File: config.mk
export PLATFORM = sky130hd
export DESIGN_NAME = uart_rx_frame
export DESIGN_NICKNAME = d
export VERILOG_FILES = /design/src/rtl/uart_rx_frame.sv
export SDC_FILE = /design/constraint.sdc
export NUM_CORES = 1
export LEC_CHECK = 0
export ABC_AREA = 1
export CORE_UTILIZATION = 50
export CTS_CLUSTER_DIAMETER = 150
export DETAILED_ROUTE_END_ITERATION = 16
export HOLD_SLACK_MARGIN = 0.03
export PLACE_DENSITY = 0.81
export SLEW_MARGIN = 20
export SYNTH_ARGS = -nofsm -noshare
export SYNTH_HDL_FRONTEND = slang
export SYNTH_SLANG_ARGS = --single-unit
File: constraint.sdc
create_clock -name clock -period 1.5 [get_ports clock]
set_input_delay 0.375 -clock clock [delete_from_list [all_inputs] [get_ports clock]]
set_output_delay 0.375 -clock clock [all_outputs]
set_load 0.01 [all_outputs]
File: src/rtl/uart_rx_frame.sv
// UART receive framer: times a frame from the start-edge pulse and samples
// start, 8 data bits (LSB first) and stop at mid-bit, emitting byte or error strobes.
module uart_rx_frame #(
    parameter int CLKS_PER_BIT = 434,
    parameter int HALF_BIT     = CLKS_PER_BIT / 2
) (
    input  logic       clock,
    input  logic       reset_n,
    input  logic       rx_pin,
    input  logic       start_det,
    output logic [7:0] rx_data,
    output logic       rx_valid,
    output logic       frame_err,
    output logic       busy
);
    localparam int CW = $clog2(CLKS_PER_BIT);
    localparam logic [CW-1:0] HALF_LAST = CW'(HALF_BIT - 1);
    localparam logic [CW-1:0] BIT_LAST  = CW'(CLKS_PER_BIT - 1);

    localparam logic [1:0] IDLE  = 2'd0;
    localparam logic [1:0] START = 2'd1;
    localparam logic [1:0] DATA  = 2'd2;
    localparam logic [1:0] STOP  = 2'd3;

    logic [1:0]    state;
    logic [CW-1:0] cnt;
    logic [2:0]    idx;
    logic [7:0]    sh;

    assign busy = (state != IDLE);

    always_ff @(posedge clock or negedge reset_n) begin
        if (!reset_n) begin
            state     <= IDLE;
            cnt       <= '0;
            idx       <= '0;
            sh        <= '0;
            rx_data   <= '0;
            rx_valid  <= 1'b0;
            frame_err <= 1'b0;
        end else begin
            rx_valid  <= 1'b0;
            frame_err <= 1'b0;
            case (state)
                IDLE: begin
                    if (start_det) begin
                        state <= START;
                        cnt   <= '0;
                    end
                end
                START: begin
                    // A line back high at mid-start-bit is treated as a glitch.
                    if (cnt == HALF_LAST) begin
                        cnt <= '0;
                        if (!rx_pin) begin
                            state <= DATA;
                            idx   <= '0;
                        end else begin
                            state <= IDLE;
                        end
                    end else begin
                        cnt <= cnt + 1'b1;
                    end
                end
                DATA: begin
                    if (cnt == BIT_LAST) begin
                        sh  <= {rx_pin, sh[7:1]};
                        cnt <= '0;
                        idx <= idx + 3'd1;
                        if (idx == 3'd7) state <= STOP;
                    end else begin
                        cnt <= cnt + 1'b1;
                    end
                end
                STOP: begin
                    // Leave at mid-stop-bit so half a bit remains to catch the next start.
                    if (cnt == BIT_LAST) begin
                        cnt   <= '0;
                        state <= IDLE;
                        if (rx_pin) begin
                            rx_data  <= sh;
                            rx_valid <= 1'b1;
                        end else begin
                            frame_err <= 1'b1;
                        end
                    end else begin
                        cnt <= cnt + 1'b1;
                    end
                end
                default: state <= IDLE;
            endcase
        end
    end
endmodule

==> results.cfg, run 1 <==
[logic_synthesis]
synth-warning-count = 0
synth_area_sq_um = 1590
synthAdderAreaFrac = 0.0393
syn_area_per_cell_sq_um = 9.09
yosysSeqAreaShare = 0.504
synth_flop_cell = dfrtp_1
ys_async_sr_fraction = 1.00
synth_xor_area_frac = 0.0275
synth_mux_area_frac = 0
synth-compound-area-share = 0.116
synth.net_count = 184
netlist_instances = 175
synth-simple-area-share = 0.241
yosys_register_bits = 32
synth_cell_type_count = 25
synth_edf_count = 0
synth_top_family_by_area = simple AND/OR/NAND/NOR gates

[sta]
fmax_mhz = 706
report.final.setup_viol = 0
finalMaxSlewViolations = 0
fin_setup_tns_ns = 0
relSlewSlack = 0.793
post-route-period-util = 0.944
skew_ns = 0.00892
rsz0062_at_grt = true
period_needed_ns = 1.42
hold_violations = 0
worst_pin_slew_ns = 0.308

[layout]
regArea_sq_um = 802
areaGrowthSynthToFinish_pct = 25.6
fillCellCount = 230
final_nets = 216
antenna_cells = 0
drive_gt1_frac = 0.293
multi_input_area_sq_um = 733

[clock_network]
root_buffer = clkbuf_4
cts_hold_buf = 0
clock_latency_ns = 0.34
clk_path_buf_depth = 2
numCtsBuffers = 5
cts_tree = done
htreeDepth = 2
path_clk_slew_ns = 0.10
cts.sinks = 32

[routing]
first_iter_violations = 35
wire_per_inst_um = 12.8
vias = 1270
ant_nets = 0
wl_met3_um = 116
drc = 0
viasPerCell = 5.04
dr_wl_met2_um = 1650
wl_met1_um = 1400
wirelength_um = 3220
dr.pass1.iters = 4
top_layer_used = met4

[setup_path]
cp_slowest_stage_delay_ns = 0.40
path_cells = nor2_2, inv_1, buf_2
start_kind = flop
reg2regPathDepth = 11
cp_top_family = flip-flops
cp.required_ns = 1.12
crit_buf_inv = 2
regToRegSetupSlack_ns = 0.09
worst-setup-path-type = flop to output pin
rr_startpoint = cnt[0]$_DFFE_PN0P_
crit_arrival_ns = 1.04
crit_path_top_delay_cell = dfrtp_1
crit_fanout = 2
critPathCaptureType = output pin
r2r-end = idx[1]$_DFFE_PN0P_

[worst_hold_path]
worstHoldPathType = primary input to asynchronous set/reset pin

[run_status]
outcome = finished, final reports clean

[place]
hpwl_um = 2190
place_congestion = 0.814
port_buffers = 14

[pwr]
pwr_density_cell_nw_per_um2 = 778
cellLeakagePower_nw = 0.993
ir_drop_v = 0.000481
power_mw = 1.55

[run]
maxCapViolations = 0

[global_route]
antenna_found_initial = 0
grt_pass1_wl_um = 5400
overflow = 0
grt_pass1_vias = 1257
globalRouteTotalUtil = 0.212
grt_max_degree = 33

[floorplanning]
die_area_sq_um = 3410
coreArea_sq_um = 3030
initial_core_util = 0.525
num_rows = 20
io_pins = 15
die_y_um = 58.4
die_w_um = 58.4
## sequential cells by signal, summed over array words and instances, names as in the netlist, named ones only
register and cells:
cnt 9, rx_data 8, sh 8, idx 3, frame_err 1, rx_valid 1, state 1
## worst max-delay path by stage
stage | startpoint | slack [ns] | cells past startpoint | endpoint
finish | state[0]$_DFFE_PN0P_ | 0.08 | 3 | busy
global route | cnt[0]$_DFFE_PN0P_ | -0.06 | 11 | idx[1]$_DFFE_PN0P_
CTS | cnt[1]$_DFFE_PN0P_ | 0.02 | 8 | rx_data[5]$_DFFE_PN0P_
detailed placement | start_det | -0.07 | 8 | flop
global placement | start_det | -0.03 | 8 | flop
floorplan | cnt[1]$_DFFE_PN0P_ | 0.13 | 10 | rx_data[3]$_DFFE_PN0P_
## synth_stat cells (2+ instances only)
cell,number,share of area
inv_2,4,0.0094
nor2_1,7,0.017
o22ai_1,5,0.020
nor2_4,2,0.014
nor3_1,2,0.0063
o21ai_0,11,0.035
nand2_1,44,0.10
a21oi_1,3,0.0094
dfrtp_1,32,0.50
nand3_1,11,0.035
o21ai_2,9,0.050
nand2_2,5,0.020
xor2_1,4,0.022
nand2_4,2,0.014
ha_1,5,0.039
inv_1,20,0.047
## placed cells by master (no fill, tap or decap), types with 2 or more instances in the layout
master           count
nand3_4              2
o21ai_1              2
o21ai_2              9
nor2_1               6
dlygate4sd2_1       10
dfrtp_1             31
buf_4               10
nand2_2             10
inv_4                3
nand2_1             39
clkdlybuf4s50_1      3
nand3_1             10
nor2_4               3
inv_2                6
nor3_1               2
o22ai_1              5
clkbuf_4             5
inv_1               16
nand2_4              2
o21ai_0             10
a21oi_1              2
xor2_1               4
ha_1                 4
## final cells by class
type                       instances  share of cell area
sequential                        32               0.402
multi-input combinational        117               0.367
timing repair buffer              26               0.115
inverter                          25              0.0508
tap                               44              0.0276
clock buffer                       6              0.0207
clock inverter                     2              0.0175
## per-stage QoR
stage / instance area, sq um / setup WS (ns) / hold WS [ns] / cells / utilization
6_report: 2000 / 0.0836 / 0.391 / 252 / 0.660
5_1_grt: 2000 / -0.0590 / 0.399 / 252 / 0.660
4_1_cts: 1920 / 0.0162 / 0.382 / 249 / 0.633
3_5_place_dp: 1840 / -0.0707 / 0.466 / 239 / 0.607
3_3_place_gp: 1840 / -0.0318 / 0.459 / 239 / 0.607
2_1_floorplan: 1590 / 0.131 / 0.0794 / 175 / -
## worst register-to-register path, delay by kind of cell (launching register included)
family / cells / cell delay, ns
buf+inv: 2 / 0.16
flops: 1 / 0.45
simple gates: 7 / 0.48
compound gates: 1 / 0.07
fa+ha+maj: 1 / 0.14
## routing by layer
metal	global-route usage	up-vias
met1	0.257	616
met2	0.356	27
met5	0	-
met4	0.0816	0
li1	-	622
met3	0.0615	5
## cell families after synthesis
| family | count (synthesis) |
|---|---|
| buffers and inverters | 27 |
| AOI/OAI and AO/OA | 29 |
| xor gates and xnor gates | 5 |
| and+or+nand+nor | 77 |
| DFF | 32 |
| adders and majority gates | 5 |
## power by group
part | leakage [nW] | internal [mW] | switching [mW]
logic | 0.541 | 0.0163 | 0.0251
registers | 0.410 | 0.862 | 0
clock network | 0.0422 | 0.349 | 0.300
total | 0.993 | 1.23 | 0.325
## timing repair
item                                    4_1_cts  5_1_grt
pin swaps                                     1        2
setup buffers                                 1        3
cloned                                        1        0
endpoints found under the hold margin         0        0
gates resized for setup                      15       20
endpoints found under the setup margin       18       27
No activity file was read; power rests on OpenSTA's default activity.
==> run 2, diff against run 1 <==
--- a/config.mk
+++ b/config.mk
@@ -6,11 +6,11 @@
 export NUM_CORES = 1
 export LEC_CHECK = 0
 export ABC_AREA = 1
-export CORE_UTILIZATION = 50
+export CORE_UTILIZATION = 45
 export CTS_CLUSTER_DIAMETER = 150
 export DETAILED_ROUTE_END_ITERATION = 16
 export HOLD_SLACK_MARGIN = 0.03
-export PLACE_DENSITY = 0.81
+export PLACE_DENSITY = 0.75
 export SLEW_MARGIN = 20
 export SYNTH_ARGS = -nofsm -noshare
 export SYNTH_HDL_FRONTEND = slang
==> run 2 against run 1 <==
Effect of this change: maximum frequency decreased by 0.86%; non-clock buffer count unchanged; combinational power fell by 2%; register-to-register slack is essentially flat; die area grew 11%; worst hold slack lost 0.0062 ns; sequential power about the same; largest power group unchanged.
==> results.cfg, run 2 (synthesis gave the netlist of run 1 again) <==
[global_route]
grt_max_degree = 33
grt_pass1_wl_um = 4950
grt_pass1_vias = 1136
overflow = 0
antenna_found_initial = 0
globalRouteTotalUtil = 0.187

[clock_network]
cts_tree = done
htreeDepth = 2
root_buffer = clkbuf_4
numCtsBuffers = 5
clk_path_buf_depth = 2
clock_latency_ns = 0.34
cts_hold_buf = 0
cts.sinks = 32
path_clk_slew_ns = 0.10

[floorplanning]
initial_core_util = 0.473
die_area_sq_um = 3780
num_rows = 21
io_pins = 15
die_w_um = 61.4
die_y_um = 61.4
coreArea_sq_um = 3360

[setup_path]
critPathCaptureType = output pin
worst-setup-path-type = flop to output pin
r2r-end = idx[2]$_DFFE_PN0P_
reg2regPathDepth = 11
crit_arrival_ns = 1.05
start_kind = flop
regToRegSetupSlack_ns = 0.10
cp.required_ns = 1.12
rr_startpoint = cnt[1]$_DFFE_PN0P_
crit_fanout = 2
endpoint = busy

[routing]
vias = 1251
wire_per_inst_um = 11.9
first_iter_violations = 54
ant_nets = 0
wirelength_um = 3020
viasPerCell = 4.93
drc = 0
dr.pass1.iters = 4

[layout]
final_common_cell = nand2_1
final_nets = 216
final_cell_mix = nand2_1, dfrtp_1, inv_1
areaGrowthSynthToFinish_pct = 25.6
multi_input_area_sq_um = 728
reg.largest.list = cnt: 9 flops, rx_data: 8 flops, sh: 8 flops
largest_reg_flops = 9
stdcell_area_sq_um = 2000
postLayoutCoreUtil = 0.594
antenna_cells = 0
fillCellCount = 325
drive_gt1_frac = 0.284
regArea_sq_um = 802
max_flop_register = cnt

[sta]
fmax_mhz = 700
period_needed_ns = 1.43
skew_ns = 0.0105
whs_ns = 0.384
fin_setup_tns_ns = 0
report.final.setup_viol = 0
finalMaxSlewViolations = 0
hold_violations = 0
post-route-period-util = 0.952
relSlewSlack = 0.765
worst_pin_slew_ns = 0.352

[pwr]
cellLeakagePower_nw = 0.999
pwr_density_cell_nw_per_um2 = 773
power_mw = 1.54
ir_drop_v = 0.000546

[place]
port_buffers = 14
place_congestion = 0.816
hpwl_um = 2050
dpl_cell_area_sq_um = 1860

[run]
maxCapViolations = 0

[worst_hold_path]
worstHoldPathType = primary input to asynchronous set/reset pin

[run_status]
outcome = finished, final reports clean
## run 2: cell type report
class	instances	share of cell area
multi-input combinational	117	0.364
sequential	32	0.401
inverter	25	0.0482
tap	46	0.0288
timing repair buffer	26	0.119
clock buffer	6	0.0207
clock inverter	2	0.0175
## run 2: stage by stage
stage | setup WS, ns | cells
final | 0.0713 | 254
after global routing | -0.00817 | 254
after CTS | 0.00180 | 252
after detailed placement | -0.0888 | 242
after global placement | -0.108 | 242
after floorplan | 0.131 | 175
## run 2: worst min-delay path by stage
stage / slack (ns) / start / cells past startpoint / end
2_1_floorplan: 0.08 / reset_n / 0 / asynchronous set/reset pin
6_report: 0.38 / reset_n / 2 / rx_data[2]$_DFFE_PN0P_
5_1_grt: 0.39 / reset_n / 2 / rx_data[2]$_DFFE_PN0P_
3_5_place_dp: 0.47 / rx_data[0]$_DFFE_PN0P_ / 2 / rx_data[0]$_DFFE_PN0P_
4_1_cts: 0.39 / reset_n / 2 / rx_data[2]$_DFFE_PN0P_
3_3_place_gp: 0.46 / sh[3]$_DFFE_PN0P_ / 2 / sh[2]$_DFFE_PN0P_
## run 2: power by group
group | internal [mW] | switching, mW | total, mW
combinational | 0.0147 | 0.0258 | 0.0406
clock | 0.349 | 0.292 | 0.641
sequential | 0.862 | 0 | 0.862
## run 2: what timing repair did
action,4_1_cts,5_1_grt
pin swaps,1,2
endpoints found under the setup margin,17,23
setup buffers,1,2
cloned,1,0
resized for setup,16,13
## run 2: metal layers
layer | vias to the layer above | global-route usage | wire length [um]
li1 | 623 | - | -
met1 | 597 | 0.238 | 1370
met2 | 23 | 0.283 | 1450
met3 | 8 | 0.0693 | 142
met4 | 0 | 0.0921 | 54
met5 | - | 0 | 0
## run 2: worst max-delay path: stages (launching register included)
cell and delay (ns):
dfrtp_1 0.41, nor2_2 0.14, inv_1 0.04, buf_2 0.13
==> run 3, diff against run 2 <==
--- a/config.mk
+++ b/config.mk
@@ -6,11 +6,11 @@
 export NUM_CORES = 1
 export LEC_CHECK = 0
 export ABC_AREA = 1
-export CORE_UTILIZATION = 45
+export CORE_UTILIZATION = 55
 export CTS_CLUSTER_DIAMETER = 150
 export DETAILED_ROUTE_END_ITERATION = 16
 export HOLD_SLACK_MARGIN = 0.03
-export PLACE_DENSITY = 0.75
+export PLACE_DENSITY = 0.87
 export SLEW_MARGIN = 20
 export SYNTH_ARGS = -nofsm -noshare
 export SYNTH_HDL_FRONTEND = slang
==> run 3 against run 2 <==
Effect of this change: die area down 18%; sequential power hardly changed; critical path type is now flop to flop; power up 0.49%; routed wire length rose by 15%; largest power group unchanged; critical endpoint is now idx[0]$_DFFE_PN0P_; final cell count decreased by 5.9%; flip-flop and latch count unchanged.
==> results.cfg, run 3 (synthesis gave the netlist of run 1 again) <==
[pwr]
pwr_density_cell_nw_per_um2 = 781
power_mw = 1.55
cellLeakagePower_nw = 0.998
ir_drop_v = 0.000760

[layout]
drive_gt1_frac = 0.303
multi_input_area_sq_um = 731
areaGrowthSynthToFinish_pct = 24.9
max_flop_register = cnt
final_cell_mix = nand2_1, dfrtp_1, inv_1
fillCellCount = 188
finalNonFillerCells = 239
largest_reg_flops = 9
regArea_sq_um = 801
postLayoutCoreUtil = 0.720
reg.largest.list = cnt: 9 flops, rx_data: 8 flops, sh: 8 flops
antenna_cells = 0
final_nets = 216
final_common_cell = nand2_1

[setup_path]
start_kind = flop
crit_path_top_delay_cell = dfrtp_1
critPathCaptureType = flop
crit_buf_inv = 1
path_cells = ha_2, nand2_2, nor2_4, nand2_4, nand2_2, nand2_2, inv_4, o21ai_4, nand2_1, nand2_1
cp.required_ns = 1.74
crit_arrival_ns = 1.72
regToRegSetupSlack_ns = 0.02
cp_slowest_stage_delay_ns = 0.44
crit_path_frequent_cell = nand2_2
rr_startpoint = cnt[0]$_DFFE_PN0P_
crit_fanout = 6
cp_top_family = simple AND/OR/NAND/NOR gates
reg2regPathDepth = 10
r2r-end = idx[0]$_DFFE_PN0P_
worst-setup-path-type = flop to flop

[global_route]
grt_pass1_wl_um = 5710
globalRouteTotalUtil = 0.239
grt_pass1_vias = 1337
grt_max_degree = 33
overflow = 0
antenna_found_initial = 0

[clock_network]
cts_tree = done
path_clk_slew_ns = 0.10
clk_path_buf_depth = 2
clock_latency_ns = 0.34
root_buffer = clkbuf_4
numCtsBuffers = 5
htreeDepth = 2
cts_hold_buf = 0
cts.sinks = 32

[floorplanning]
initial_core_util = 0.577
num_rows = 19
die_area_sq_um = 3110
coreArea_sq_um = 2760
die_w_um = 55.8
die_y_um = 55.8
io_pins = 15

[sta]
finalMaxSlewViolations = 0
post-route-period-util = 0.986
rsz0062_at_grt = true
fmax_mhz = 676
relSlewSlack = 0.704
worst_pin_slew_ns = 0.441
skew_ns = 0.0121
report.final.setup_viol = 0
hold_violations = 0
fin_setup_tns_ns = 0
period_needed_ns = 1.48

[place]
dp_cells = 226
hpwl_um = 2300
place_congestion = 0.862
port_buffers = 14

[routing]
vias = 1301
ant_nets = 0
wirelength_um = 3460
viasPerCell = 5.44
drc = 0
first_iter_violations = 39
dr.pass1.iters = 4
wire_per_inst_um = 14.5

[worst_hold_path]
worstHoldPathType = primary input to asynchronous set/reset pin

[run]
maxCapViolations = 0

[run_status]
outcome = finished, final reports clean
==> run 3: worst max path at each step <==
stage,from,to,slack (ns),cells after the start
after floorplan,cnt[1]$_DFFE_PN0P_,rx_data[3]$_DFFE_PN0P_,0.13,10
after global placement,start_det,flop,-0.03,8
after detailed placement,start_det,flop,-0.07,8
after CTS,cnt[1]$_DFFE_PN0P_,rx_data[4]$_DFFE_PN0P_,0.003,8
after global routing,cnt[0]$_DFFE_PN0P_,idx[0]$_DFFE_PN0P_,-0.1,11
final,cnt[0]$_DFFE_PN0P_,idx[0]$_DFFE_PN0P_,0.02,10
==> run 3: layout make-up <==
type,instances,share of cell area
clock buffers,6,0.0208
clock inverters,2,0.0176
inverters,25,0.0510
multi-input cells,117,0.368
flip-flops and latches,32,0.403
well taps,31,0.0195
repair buffers,26,0.120
==> run 3: timing repair <==
item / 4_1_cts / 5_1_grt
resized for setup: 17 / 17
cloned: 1 / 0
pin swaps: 1 / 7
setup buffers: 2 / 2
endpoints found under the setup margin: 21 / 21
==> run 3: metal layers <==
metal | global-route usage | wire length (um) | up-vias
met5 | 0 | 0 | -
met4 | 0.136 | 121 | 0
met3 | 0.0721 | 131 | 13
met2 | 0.391 | 1750 | 41
met1 | 0.279 | 1460 | 622
li1 | - | - | 625
==> run 3: stage by stage <==
step | hold slack [ns] | worst slack (ns) | cell area, sq um
2_1_floorplan | 0.0794 | 0.131 | 1590
3_3_place_gp | 0.457 | -0.0258 | 1840
3_5_place_dp | 0.467 | -0.0689 | 1840
4_1_cts | 0.416 | 0.00283 | 1920
5_1_grt | 0.410 | -0.0957 | 1990
6_report | 0.426 | 0.0207 | 1990
==> run 3: report_power, final <==
part	switching (mW)	internal, mW
clock	0.297	0.349
sequential	0	0.862
combinational	0.0264	0.0163
==> run 3: worst register-to-register path, cell delays in order, from the launching register on <==
cell	delay [ns]
dfrtp_1	0.44
ha_2	0.21
nand2_2	0.06
nor2_4	0.12
nand2_4	0.11
nand2_2	0.10
nand2_2	0.06
inv_4	0.09
o21ai_4	0.07
nand2_1	0.08
nand2_1	0.05
